$ cat src/rtl/div_pkg.sv
// div_pkg: shared state encoding, op codes and defaults for the divide scheduler
package div_pkg;
  typedef enum logic [2:0] {IDLE, START, BUSY, DONE, DRAIN} div_state_e;
  localparam logic [1:0] OP_DIV  = 2'b00;
  localparam logic [1:0] OP_DIVU = 2'b01;
  localparam logic [1:0] OP_REM  = 2'b10;
  localparam logic [1:0] OP_REMU = 2'b11;
  localparam int DIV_TIMEOUT = 64;
endpackage

$ cat src/rtl/div_special_case.sv
// div_special_case: flags divide-by-zero and signed overflow and forms their RISC-V results
module div_special_case
  import div_pkg::*;
#(
  parameter int D_WIDTH = 32
) (
  input  logic [1:0]         ctrl_i,
  input  logic [D_WIDTH-1:0] num_i,
  input  logic [D_WIDTH-1:0] den_i,
  output logic               special_o,
  output logic [D_WIDTH-1:0] result_o
);
  logic den_zero, ovf, is_rem;
  always_comb begin
    den_zero  = den_i == '0;
    ovf       = (ctrl_i == OP_DIV || ctrl_i == OP_REM) && num_i == {1'b1, {(D_WIDTH-1){1'b0}}} && &den_i;
    is_rem    = ctrl_i == OP_REM || ctrl_i == OP_REMU;
    special_o = den_zero || ovf;
    result_o  = den_zero ? (is_rem ? num_i : '1) : (is_rem ? '0 : num_i);
  end
endmodule

$ cat src/rtl/div_scheduler.sv
// div_scheduler: sequences a multi-cycle divider from Execute, with stall, flush and watchdog
module div_scheduler
  import div_pkg::*;
#(
  parameter int D_WIDTH = 32,
  parameter int TIMEOUT = DIV_TIMEOUT
) (
  input  logic               clk,
  input  logic               rst,
  input  logic               div_en_e,
  input  logic [1:0]         div_ctrl_e,
  input  logic [D_WIDTH-1:0] rd1_e,
  input  logic [D_WIDTH-1:0] rd2_e,
  input  logic               flush_e,
  input  logic               div_done,
  input  logic [D_WIDTH-1:0] div_result,
  output logic               div_start,
  output logic [1:0]         div_ctrl,
  output logic [D_WIDTH-1:0] div_num,
  output logic [D_WIDTH-1:0] div_den,
  output logic               stall_div,
  output logic [D_WIDTH-1:0] result_q,
  output logic               result_valid,
  output logic               div_err
);
  localparam int WDW = $clog2(TIMEOUT) + 1;
  localparam logic [WDW-1:0] WD_LAST = WDW'(TIMEOUT - 1);
  div_state_e state_q, state_d;
  logic [WDW-1:0] wd_q;
  logic special, accept, wd_exp, busy_end, busy_keep;
  logic [D_WIDTH-1:0] special_result;
  div_special_case #(.D_WIDTH(D_WIDTH)) u_special (
    .ctrl_i   (div_ctrl_e),
    .num_i    (rd1_e),
    .den_i    (rd2_e),
    .special_o(special),
    .result_o (special_result)
  );
  assign accept       = state_q == IDLE && div_en_e && !flush_e;
  assign wd_exp       = wd_q == WD_LAST;
  assign busy_end     = div_done || wd_exp;
  assign busy_keep    = state_q == BUSY && !flush_e && busy_end;
  assign div_start    = state_q == START && !flush_e;
  assign result_valid = state_q == DONE;
  assign stall_div    = accept || state_q == START || state_q == BUSY || (state_q == DRAIN && div_en_e);
  always_comb begin
    state_d = state_q;
    case (state_q)
      IDLE:    state_d = accept ? (special ? DONE : START) : IDLE;
      START:   state_d = flush_e ? IDLE : BUSY;
      BUSY:    state_d = busy_end ? (flush_e ? IDLE : DONE) : (flush_e ? DRAIN : BUSY);
      DONE:    state_d = IDLE;
      DRAIN:   state_d = busy_end ? IDLE : DRAIN;
      default: state_d = IDLE;
    endcase
  end
  // The watchdog runs through BUSY and DRAIN and restarts from zero on every BUSY entry.
  always_ff @(posedge clk or posedge rst) begin
    if (rst) begin
      state_q  <= IDLE;
      wd_q     <= '0;
      result_q <= '0;
      div_err  <= 1'b0;
      div_ctrl <= '0;
      div_num  <= '0;
      div_den  <= '0;
    end else begin
      state_q <= state_d;
      wd_q    <= (state_q == BUSY || state_q == DRAIN) ? wd_q + 1'b1 : '0;
      if (accept && special) result_q <= special_result;
      else if (busy_keep) result_q <= div_done ? div_result : '0;
      if (busy_keep && !div_done) div_err <= 1'b1;
      if (accept && !special) begin
        div_ctrl <= div_ctrl_e;
        div_num  <= rd1_e;
        div_den  <= rd2_e;
      end
    end
  end
endmodule

$ cat config.mk
export PLATFORM = sky130hd
export DESIGN_NAME = div_scheduler
export DESIGN_NICKNAME = d
export VERILOG_FILES = /design/src/rtl/div_pkg.sv /design/src/rtl/div_special_case.sv /design/src/rtl/div_scheduler.sv
export SDC_FILE = /design/constraint.sdc
export NUM_CORES = 1
export LEC_CHECK = 0
export BUFFER_PORTS_ARGS = -buffer_cell sky130_fd_sc_hd__clkbuf_2
export CORE_UTILIZATION = 50
export DETAILED_ROUTE_END_ITERATION = 10
export MAX_ROUTING_LAYER = met4
export PLACE_DENSITY = 0.9
export SETUP_SLACK_MARGIN = 0.15
export SLEW_MARGIN = 20
export SYNTH_ARGS = -nofsm -noshare
export SYNTH_HDL_FRONTEND = slang
export SYNTH_HIERARCHICAL = 1
export SYNTH_SLANG_ARGS = --single-unit
$ cat constraint.sdc
create_clock -name clk -period 3.65 [get_ports clk]
set_input_delay 0.365 -clock clk [delete_from_list [all_inputs] [get_ports clk]]
set_output_delay 0.365 -clock clk [all_outputs]
set_load 0.02 [all_outputs]
; Word level (Yosys, flattened, before mapping)
; Cells that the tools add are included.
; Widths: inputs -> output; s select.
[totals]
regBits = 109
latch_bits = 0
mem_bits_rw = 0
mem_bits_ro = 0
in_bits = 103
output_inout_bits = 102
word_cells = 58
mem_count = 0
[op_classes]
n_addsub = 1
n_mul = 0
div_mod_pow = 0
order_cmp = 0
eq_ne = 8
n_shift = 0
mux = 15
bitwise_logic = 0
reduce_logical = 27
[ops]
columns = operator, n
row1 = $mux 32, 6
row2 = $eq 32x32->1 const B, 1
row3 = $logic_not 32->1, 1
row4 = $reduce_and 32->1, 1
row5 = $pmux 3 s4, 1
row6 = $logic_and 1x1->1, 11
row7 = $mux 3, 3
row8 = $logic_or 1x1->1, 8
row9 = $mux 2, 4
row10 = $add 7x1->7 const B, 1
row11 = $eq 7x6->1 const B, 1
row12 = $mux 7, 1
row13 = $eq 3x2->1 const B, 2
row14 = $eq 2x2->1 const B, 2
row15 = $eq 3x1->1 const B, 1
row16 = $eq 3x3->1 const B, 1
row17 = $logic_not 1->1, 3
row18 = $logic_not 3->1, 1
row19 = $logic_not 2->1, 1
row20 = $reduce_bool 2->1, 1

; Logic depth before layout (Yosys ltp)
; Gate-level depths: netlist of run 1.
[logic_depth]
ltp_word = 8
depth_mapped = 10
ltp_nobuf = 7

; Modules after synthesis
; The synthesis of run 1 kept the hierarchy.
[modules_own_cells]
columns = mod, instances, cells_each, area_per_inst_um2, seq_area_each_um2
row1 = div_scheduler, 1, 423, 5078.6, 2727.6
row2 = div_special_case, 1, 73, 596.8, 0.0

; Worst setup path before layout of run 1
; No wires, ideal clock.
[synth_path]
kind = input to register
startpoint = in rd1_e[28]
endpoint = reg result_q[0]
setup_ns = 0.088
arrival_ns = 2.315
required_ns = 3.562
slack_ns = 1.246
cell_stages = 8
path_buffers = 2
path_cell_list = or4b_2 -> nor4_1 -> a41o_1 -> nand3b_1 -> or2_2 -> clkbuf_1 -> clkbuf_1 -> a41oi_1
[synth_via]
elab_chain_cells = 6
elab_cells_between_ends = 7
cone_classes = 1 x eq/ne / 1 x mux / 5 x reduce/logical
[synth_lines]
columns = element, line_no
row1 = from (decl), div_scheduler.sv:12  ; input logic [D_WIDTH-1:0] rd1_e,
row2 = $eq 32x32->1 (*), div_special_case.sv:16  ; ovf = (ctrl_i == OP_DIV || ctrl_i == OP_REM) && num_i == {1'b1, {(D_WIDTH-1){1'b0}}} && &den_i;
row3 = $logic_and 1x1->1 (*) (2 in series), div_special_case.sv:16
row4 = $logic_or 1x1->1 (*), div_special_case.sv:18  ; special_o = den_zero || ovf;
row5 = via special, div_scheduler.sv:30  ; logic special, accept, wd_exp, busy_end, busy_keep;
row6 = $logic_and 1x1->1 (*), div_scheduler.sv:70  ; if (accept && special) result_q <= special_result;
row7 = $mux 32 or $reduce_bool 2->1 (tied branches), -
row8 = to (signal assigned), div_scheduler.sv:70
row9 = to (signal assigned), div_scheduler.sv:71  ; else if (busy_keep) result_q <= div_done ? div_result : '0;
row10 = to (decl), div_scheduler.sv:22  ; output logic [D_WIDTH-1:0] result_q,
; Mark *: on every way through the listed nets, which the timed path passes. The rest lies on a longest branch.
; A chain may end at the register's enable or synchronous reset.

; Worst setup path after layout of run 1
[layout_path]
startpoint = in rd1_e[28]
endpoint = reg div_num[30]
[layout_via]
elab_chain_cells = 6
[layout_lines]
columns = element, line_no
row1 = $eq 32x32->1, div_special_case.sv:16
row2 = $logic_and 1x1->1 (2 in series), div_special_case.sv:16
row3 = $logic_or 1x1->1, div_special_case.sv:18
row4 = via special, div_scheduler.sv:30
row5 = $logic_not 1->1, div_scheduler.sv:73  ; if (accept && !special) begin
row6 = $logic_and 1x1->1, div_scheduler.sv:73
row7 = to (signal assigned), div_scheduler.sv:75  ; div_num <= rd1_e;
row8 = to (decl), div_scheduler.sv:19  ; output logic [D_WIDTH-1:0] div_num,
; The timed path passes the listed nets, and every way through them passes these cells.

==> results.md, run 1 <==
* Synth Warn # at 6
* Fin. max-slew vios at 0
* Cell count after synthesis at 496
* Power Density at 555 mW/mm²
* Worst vdd ir at 0.351 mV
* CP arrival at 2.94 ns
* Top-Level Pins at 205
* CTS tree: done
* Gr usage total at 31.5%
* Initial antenna violation count at 0
* Status: finished clean
* Detailed Routing Iterations Pass 1 at 6
* DR WL/cell at 21.6 µm
* CP max-delay cell: or4b_2
* Clock skew at 0.00609 ns
* Final Hold Viols at 0
* Final setup viols at 0
* Seq/Total Area, Yosys at 48.1%
* Max Freq at 0.370 GHz
* Mapped cell area at 0.00568 mm²
* Port bufs at 204
* Hpwl dp at 12800 µm
* 1st-iter DRT viols at 351
* Setup crit start kind: input port
* Via density at 6.25
* Synth cell count leaders: dfrtp_1, mux2_4, nand2_1
* RSZ-0062 raised after global routing: no
* CP startpoint: rd1_e[28]
* Sinks on Clock Net at 109
* Area share of the largest cell type after synthesis at 48.1%
* Clock transition at path regs at 0.07 ns
* P_leak at 3.26 nW
* Worst Max-Slew Pin Slew at 1.15 ns
* Syn Nets at 600
* Worst slew margin at 23.2%
* Period Utilization, post-route at 74.1%
* Largest cells by area after synthesis: dfrtp_1, mux2_4, maj3_1
* Nets at 782
* Vias at 5147
* Fill cells at 866
* Total CTS buffers at 9
* Crit Path Class: input port to flip-flop
* Ys flop type: dfrtp_1
* Die Width at 109 µm
* Max incr delay on CP at 0.67 ns
* Vias in the first global route at 5187
* GPL Wtd Cong at 0.899
* # hold bufs at CTS at 0
* Crit Reg-Reg Startpoint: state_q[2]$_DFF_PP0_
* Initial Utilization at 51.9%
* Post-synth EDFFs at 0
* Distinct cells, synth at 44
* Count leader, synth: dfrtp_1
* Largest net degree at the start of global routing at 56
* Critical path fanouts, max at 22
* Final ANT Viol Nets at 0
* Core area at 0.0109 mm²
* Root buffer cell: clkbuf_16
* Worst skew pair latency at 0.34 ns
* Detailed-route wire length at 17800 µm
* Ant. Diodes at 0
* CTS Buffer Depth at 2
* Hold_ws at 0.112 ns
* #FFs+latches synth at 109
* Min-Delay Path Class: input port to asynchronous set/reset pin
* Final Critical Period at 2.71 ns
* TNS Setup at 0 ns
* Remaining DRCs at 0
* First-pass GRT wire length at 27200 µm
* Resize count post-CTS at 0
* Die span in y at 109 µm
* Post-CTS Setup Inserts at 0
* Dominant cell type by area after synthesis: dfrtp_1
* Die ar. at 0.0118 mm²
* Max Cap Violations at 0
* Syn-to-layout area delta at 24.2%
* Critical path endpoint category: flip-flop
* Async set-or-reset flop fraction in the synthesized netlist at 100%
* GRT overflow at 0
* Rows at 38
* Critical path cell sequence: clkbuf_2, or4b_2, nor4_1, a41o_1, or4b_4, buf_4, mux2_2
* H-tree depth at 3
* Layout cell share with drive strength beyond 1 at 44.8%
* WP data required at 3.88 ns
* Post-Syn Area per Cell at 11.4 µm²
-- cell usage in the layout, fill, tap and decap left out, types with 2 or more instances in the layout --
master and count:
a21oi_1 4, nor2b_1 2, mux2_4 40, clkinvlp_4 2, nand3b_1 2, or3_1 4
o211ai_1 32, xor2_1 2, dfrtp_1 109, inv_1 3, nor2_1 8, maj3_1 32
clkbuf_2 204, nor3_1 32, a41oi_1 32, nand2b_1 2, mux2_2 26, nand3_1 35
clkbuf_1 2, o21ai_0 2, clkbuf_16 9, nor4_1 15, nand4_1 8, buf_4 11
nand2_1 36, or4b_2 2, or2_2 3
-- per-layer routing --
metal	wire, µm	vias up	global-route usage (%)
met5	0	-	-
met4	637	0	15.1
met3	1130	59	4.88
met2	8850	307	50.2
met1	7150	2529	39.5
li1	-	2252	-
-- power breakdown --
group	switching, mW	internal (mW)	total, mW
Sequential	0.187	1.47	1.65
Combinational	0.718	0.547	1.26
Clock	0.457	0.535	0.992
-- worst max-delay path: cells and delay by family --
family | cells | cell delay [ns]
simple gates | 3 | 1.54
buf+inv | 2 | 0.39
mux | 1 | 0.35
compound gates | 1 | 0.29
-- per-stage QoR --
step | instance area [µm²] | instances | utilization (%) | setup slack (ns) | total power [mW]
floorplan | 5680 | 496 | - | 0.411 | 2.44
global placement | 6760 | 807 | 61.8 | 0.625 | 2.87
detailed placement | 6760 | 807 | 61.8 | 0.555 | 2.93
CTS | 7050 | 823 | 64.5 | 0.921 | 3.91
global route | 7050 | 823 | 64.5 | 0.884 | 4.05
finish | 7050 | 823 | 64.5 | 0.944 | 3.91
-- final timing paths --
path / to / slack [ns] / cells after the start
worst max-delay path: div_num[30]$_DFFE_PP0P_ / 0.94 / 7
worst min-delay path: div_num[6]$_DFFE_PP0P_ / 0.11 / 2
worst max register to register: div_den[19]$_DFFE_PP0P_ / 1.23 / 4
worst min register to register: div_err$_DFFE_PP0P_ / 0.49 / 1
max in group asynchronous: result_q[12]$_DFFE_PP0P_ / 2.62 / 3
min in group clk: div_ctrl[1]$_DFFE_PP0P_ / 0.28 / 2
-- final cells by class --
class	count	area [µm²]	area share, %
Clock inverter	5	58.8	0.834
Inverter	5	21.3	0.302
Multi-Input combinational cell	337	2710	38.4
Timing Repair Buffer	216	1120	15.9
Tap cell	140	175	2.48
Clock buffer	11	233	3.30
Sequential cell	109	2730	38.7
-- registers in the layout, indices dropped and copies added (netlist names) --
signal	cells
div_ctrl	2
div_den	32
div_err	1
div_num	32
result_q	32
state_q	3
wd_q	7
-- kinds of logic (layout without fill, tap and decap cells) --
family	count (synthesis)	after routing	share of synthesized area, %
and+or+nand+nor	159	159	14.8
DFF	109	109	48.1
AOI/OAI and AO/OA	76	76	10.6
muxes	66	66	15.7
buffers and inverters	50	237	4.43
adders and majority gates	33	33	5.86
xor gates and xnor gates	3	3	0.463
Power figures use the tool's default switching activity.
==> run 2: changes to the inputs <==
CORE_UTILIZATION = 45   (was 50)
PLACE_DENSITY = 0.86   (was 0.9)
clock period = 2.2 ns   (was 3.65 ns; I/O delays follow)
==> run 2 against run 1 <==
Net effect:
- core utilization decreased by 1.5 points
- sequential power rose by 65%
- non-clock buffer count up 45
- via count rose by 3.9%
- combinational power grew 74%
- wire length is 2.3% higher
- highest routed layer unchanged
- worst setup slack got worse by 0.81 ns
- design area grew 8.7%
- clock power increased by 73%
- flip-flop and latch count unchanged
==> results.md, run 2 (synthesis gave the netlist of run 1 again) <==
* Remaining DRCs at 0
* Critical path buffers and inverters at 3
* Worst skew pair latency at 0.36 ns
* 1st-iter DRT viols at 377
* First-pass GRT wire length at 28100 µm
* Sinks on Clock Net at 109
* Final Critical Period at 2.06 ns
* Initial Utilization at 46.7%
* Finished Layout Cells at 899
* H-tree depth at 3
* Worst Max-Slew Pin Slew at 0.579 ns
* Vias at 5346
* Max incr delay on CP at 0.55 ns
* Setup slack, reg-to-reg at 0.16 ns
* Hpwl dp at 12600 µm
* Top cell family by delay on the critical path: simple AND/OR/NAND/NOR gates
* Top-Level Pins at 205
* TNS Setup at 0 ns
* CP max-delay cell: or4b_4
* R2r endpoint: div_den[4]$_DFFE_PP0P_
* Nets at 830
* Power Density at 867 mW/mm²
* Critical path cell sequence: clkbuf_2, or4b_4, nor4_4, buf_4, a41o_1, nand3b_1, buf_4, or2_4, a41oi_1
* Crit Reg-Reg Startpoint: state_q[0]$_DFF_PP0_
* Port bufs at 204
* Root buffer cell: clkbuf_16
* Max Freq at 0.485 GHz
* CP arrival at 2.33 ns
* Fin. max-slew vios at 0
* Critical path endpoint category: flip-flop
* Detailed-route wire length at 18200 µm
* Reg2reg path depth at 4
* Min-Delay Path Class: input port to asynchronous set/reset pin
* GRT overflow at 0
* Crit Path Class: input port to flip-flop
* Die Width at 114 µm
* Syn-to-layout area delta at 35.0%
* Rows at 40
* Status: finished clean
* Via density at 5.95
* Period Utilization, post-route at 93.7%
* Core area at 0.0122 mm²
* Die ar. at 0.0131 mm²
* Most common cell after layout, fill and taps aside: clkbuf_2
* Critical path fanouts, max at 8
* GPL Wtd Cong at 0.883
* Die span in y at 114 µm
* # hold bufs at CTS at 0
* RSZ-0062 raised after global routing: yes
* CTS Buffer Depth at 2
* P_leak at 3.53 nW
* Util after Layout at 63.0%
* Final Hold Viols at 0
* Detailed Routing Iterations Pass 1 at 5
* Initial antenna violation count at 0
* Gr usage total at 29.0%
* CP dominant cell by count: buf_4
* Final ANT Viol Nets at 0
* Vias in the first global route at 5360
* Worst vdd ir at 0.602 mV
* Largest net degree at the start of global routing at 110
* Clock transition at path regs at 0.08 ns
* Layout cell share with drive strength beyond 1 at 51.3%
* Most frequent cells in the layout: clkbuf_2, dfrtp_1, buf_4, mux2_4, nand2_1
* WP data required at 2.47 ns
* Total CTS buffers at 9
* Worst slew margin at 61.4%
* Biggest registers after layout: div_den (32), div_num (32), result_q (32)
* Clock skew at 0.00945 ns
* CTS tree: done
* Setup crit start kind: input port
* DR WL/cell at 20.2 µm
* DP Cell Count at 878
* Final setup viols at 0
* Max Cap Violations at 0
* Ant. Diodes at 0
[run 2: cell type report]
| type | count | area (µm²) |
|---|---|---|
| clock buffer | 10 | 229 |
| clock inverter | 6 | 77.6 |
| fill | 945 | 4500 |
| inverter | 5 | 22.5 |
| multi-input combinational | 340 | 2900 |
| sequential | 109 | 2730 |
| tap | 168 | 210 |
| timing repair buffer | 261 | 1490 |
[run 2: per-layer routing]
metal  routed length, µm  up-vias  track usage (%)
met5                   0        -                -
met4                 582        0             12.0
met3                1340       55             5.61
met2                8980      300             46.7
met1                7290     2636             35.8
li1                    -     2355                -
[run 2: through the flow]
stage	instance area, µm²	worst slack, ns	hold slack, ns	power [mW]
5_1_grt	7660	0.0955	0.0597	6.90
3_5_place_dp	7170	-0.532	0.435	4.91
2_1_floorplan	5760	0.0537	0.369	4.07
6_report	7660	0.138	0.0166	6.64
3_3_place_gp	7170	-0.459	0.414	4.83
4_1_cts	7540	0.148	0.0477	6.64
[run 2: worst min-delay path, stage by stage]
cell	delay (ns)
clkbuf_2	0.10
clkinvlp_4	0.07
buf_12	0.45
[run 2: what timing repair did]
| action | in CTS | in global routing |
|---|---|---|
| gates resized for setup | 9 | 17 |
| gates cloned | 1 | 3 |
| endpoints found under the setup margin | 99 | 71 |
| pin swaps | 1 | 4 |
| setup buffers | 0 | 1 |
[run 2: power by group]
part | internal [mW] | leakage, nW | switching [mW]
clock | 0.908 | 0.147 | 0.811
combinational | 0.968 | 2.17 | 1.22
sequential | 2.43 | 1.22 | 0.297
total | 4.31 | 3.53 | 2.33
[run 2: worst max path at each step]
| stage | start | to | slack, ns | cells after the start |
|---|---|---|---|---|
| after global routing | rd1_e[28] | result_q[30]$_DFFE_PP0P_ | 0.1 | 9 |
| after detailed placement | rd1_e[21] | result_q[3]$_DFFE_PP0P_ | -0.53 | 9 |
| after global placement | rd1_e[21] | result_q[0]$_DFFE_PP0P_ | -0.46 | 9 |
| after floorplan | rd1_e[28] | result_q[12]$_DFFE_PP0P_ | 0.05 | 8 |
| after CTS | rd1_e[28] | result_q[3]$_DFFE_PP0P_ | 0.15 | 8 |
| final | rd1_e[28] | result_q[24]$_DFFE_PP0P_ | 0.14 | 9 |
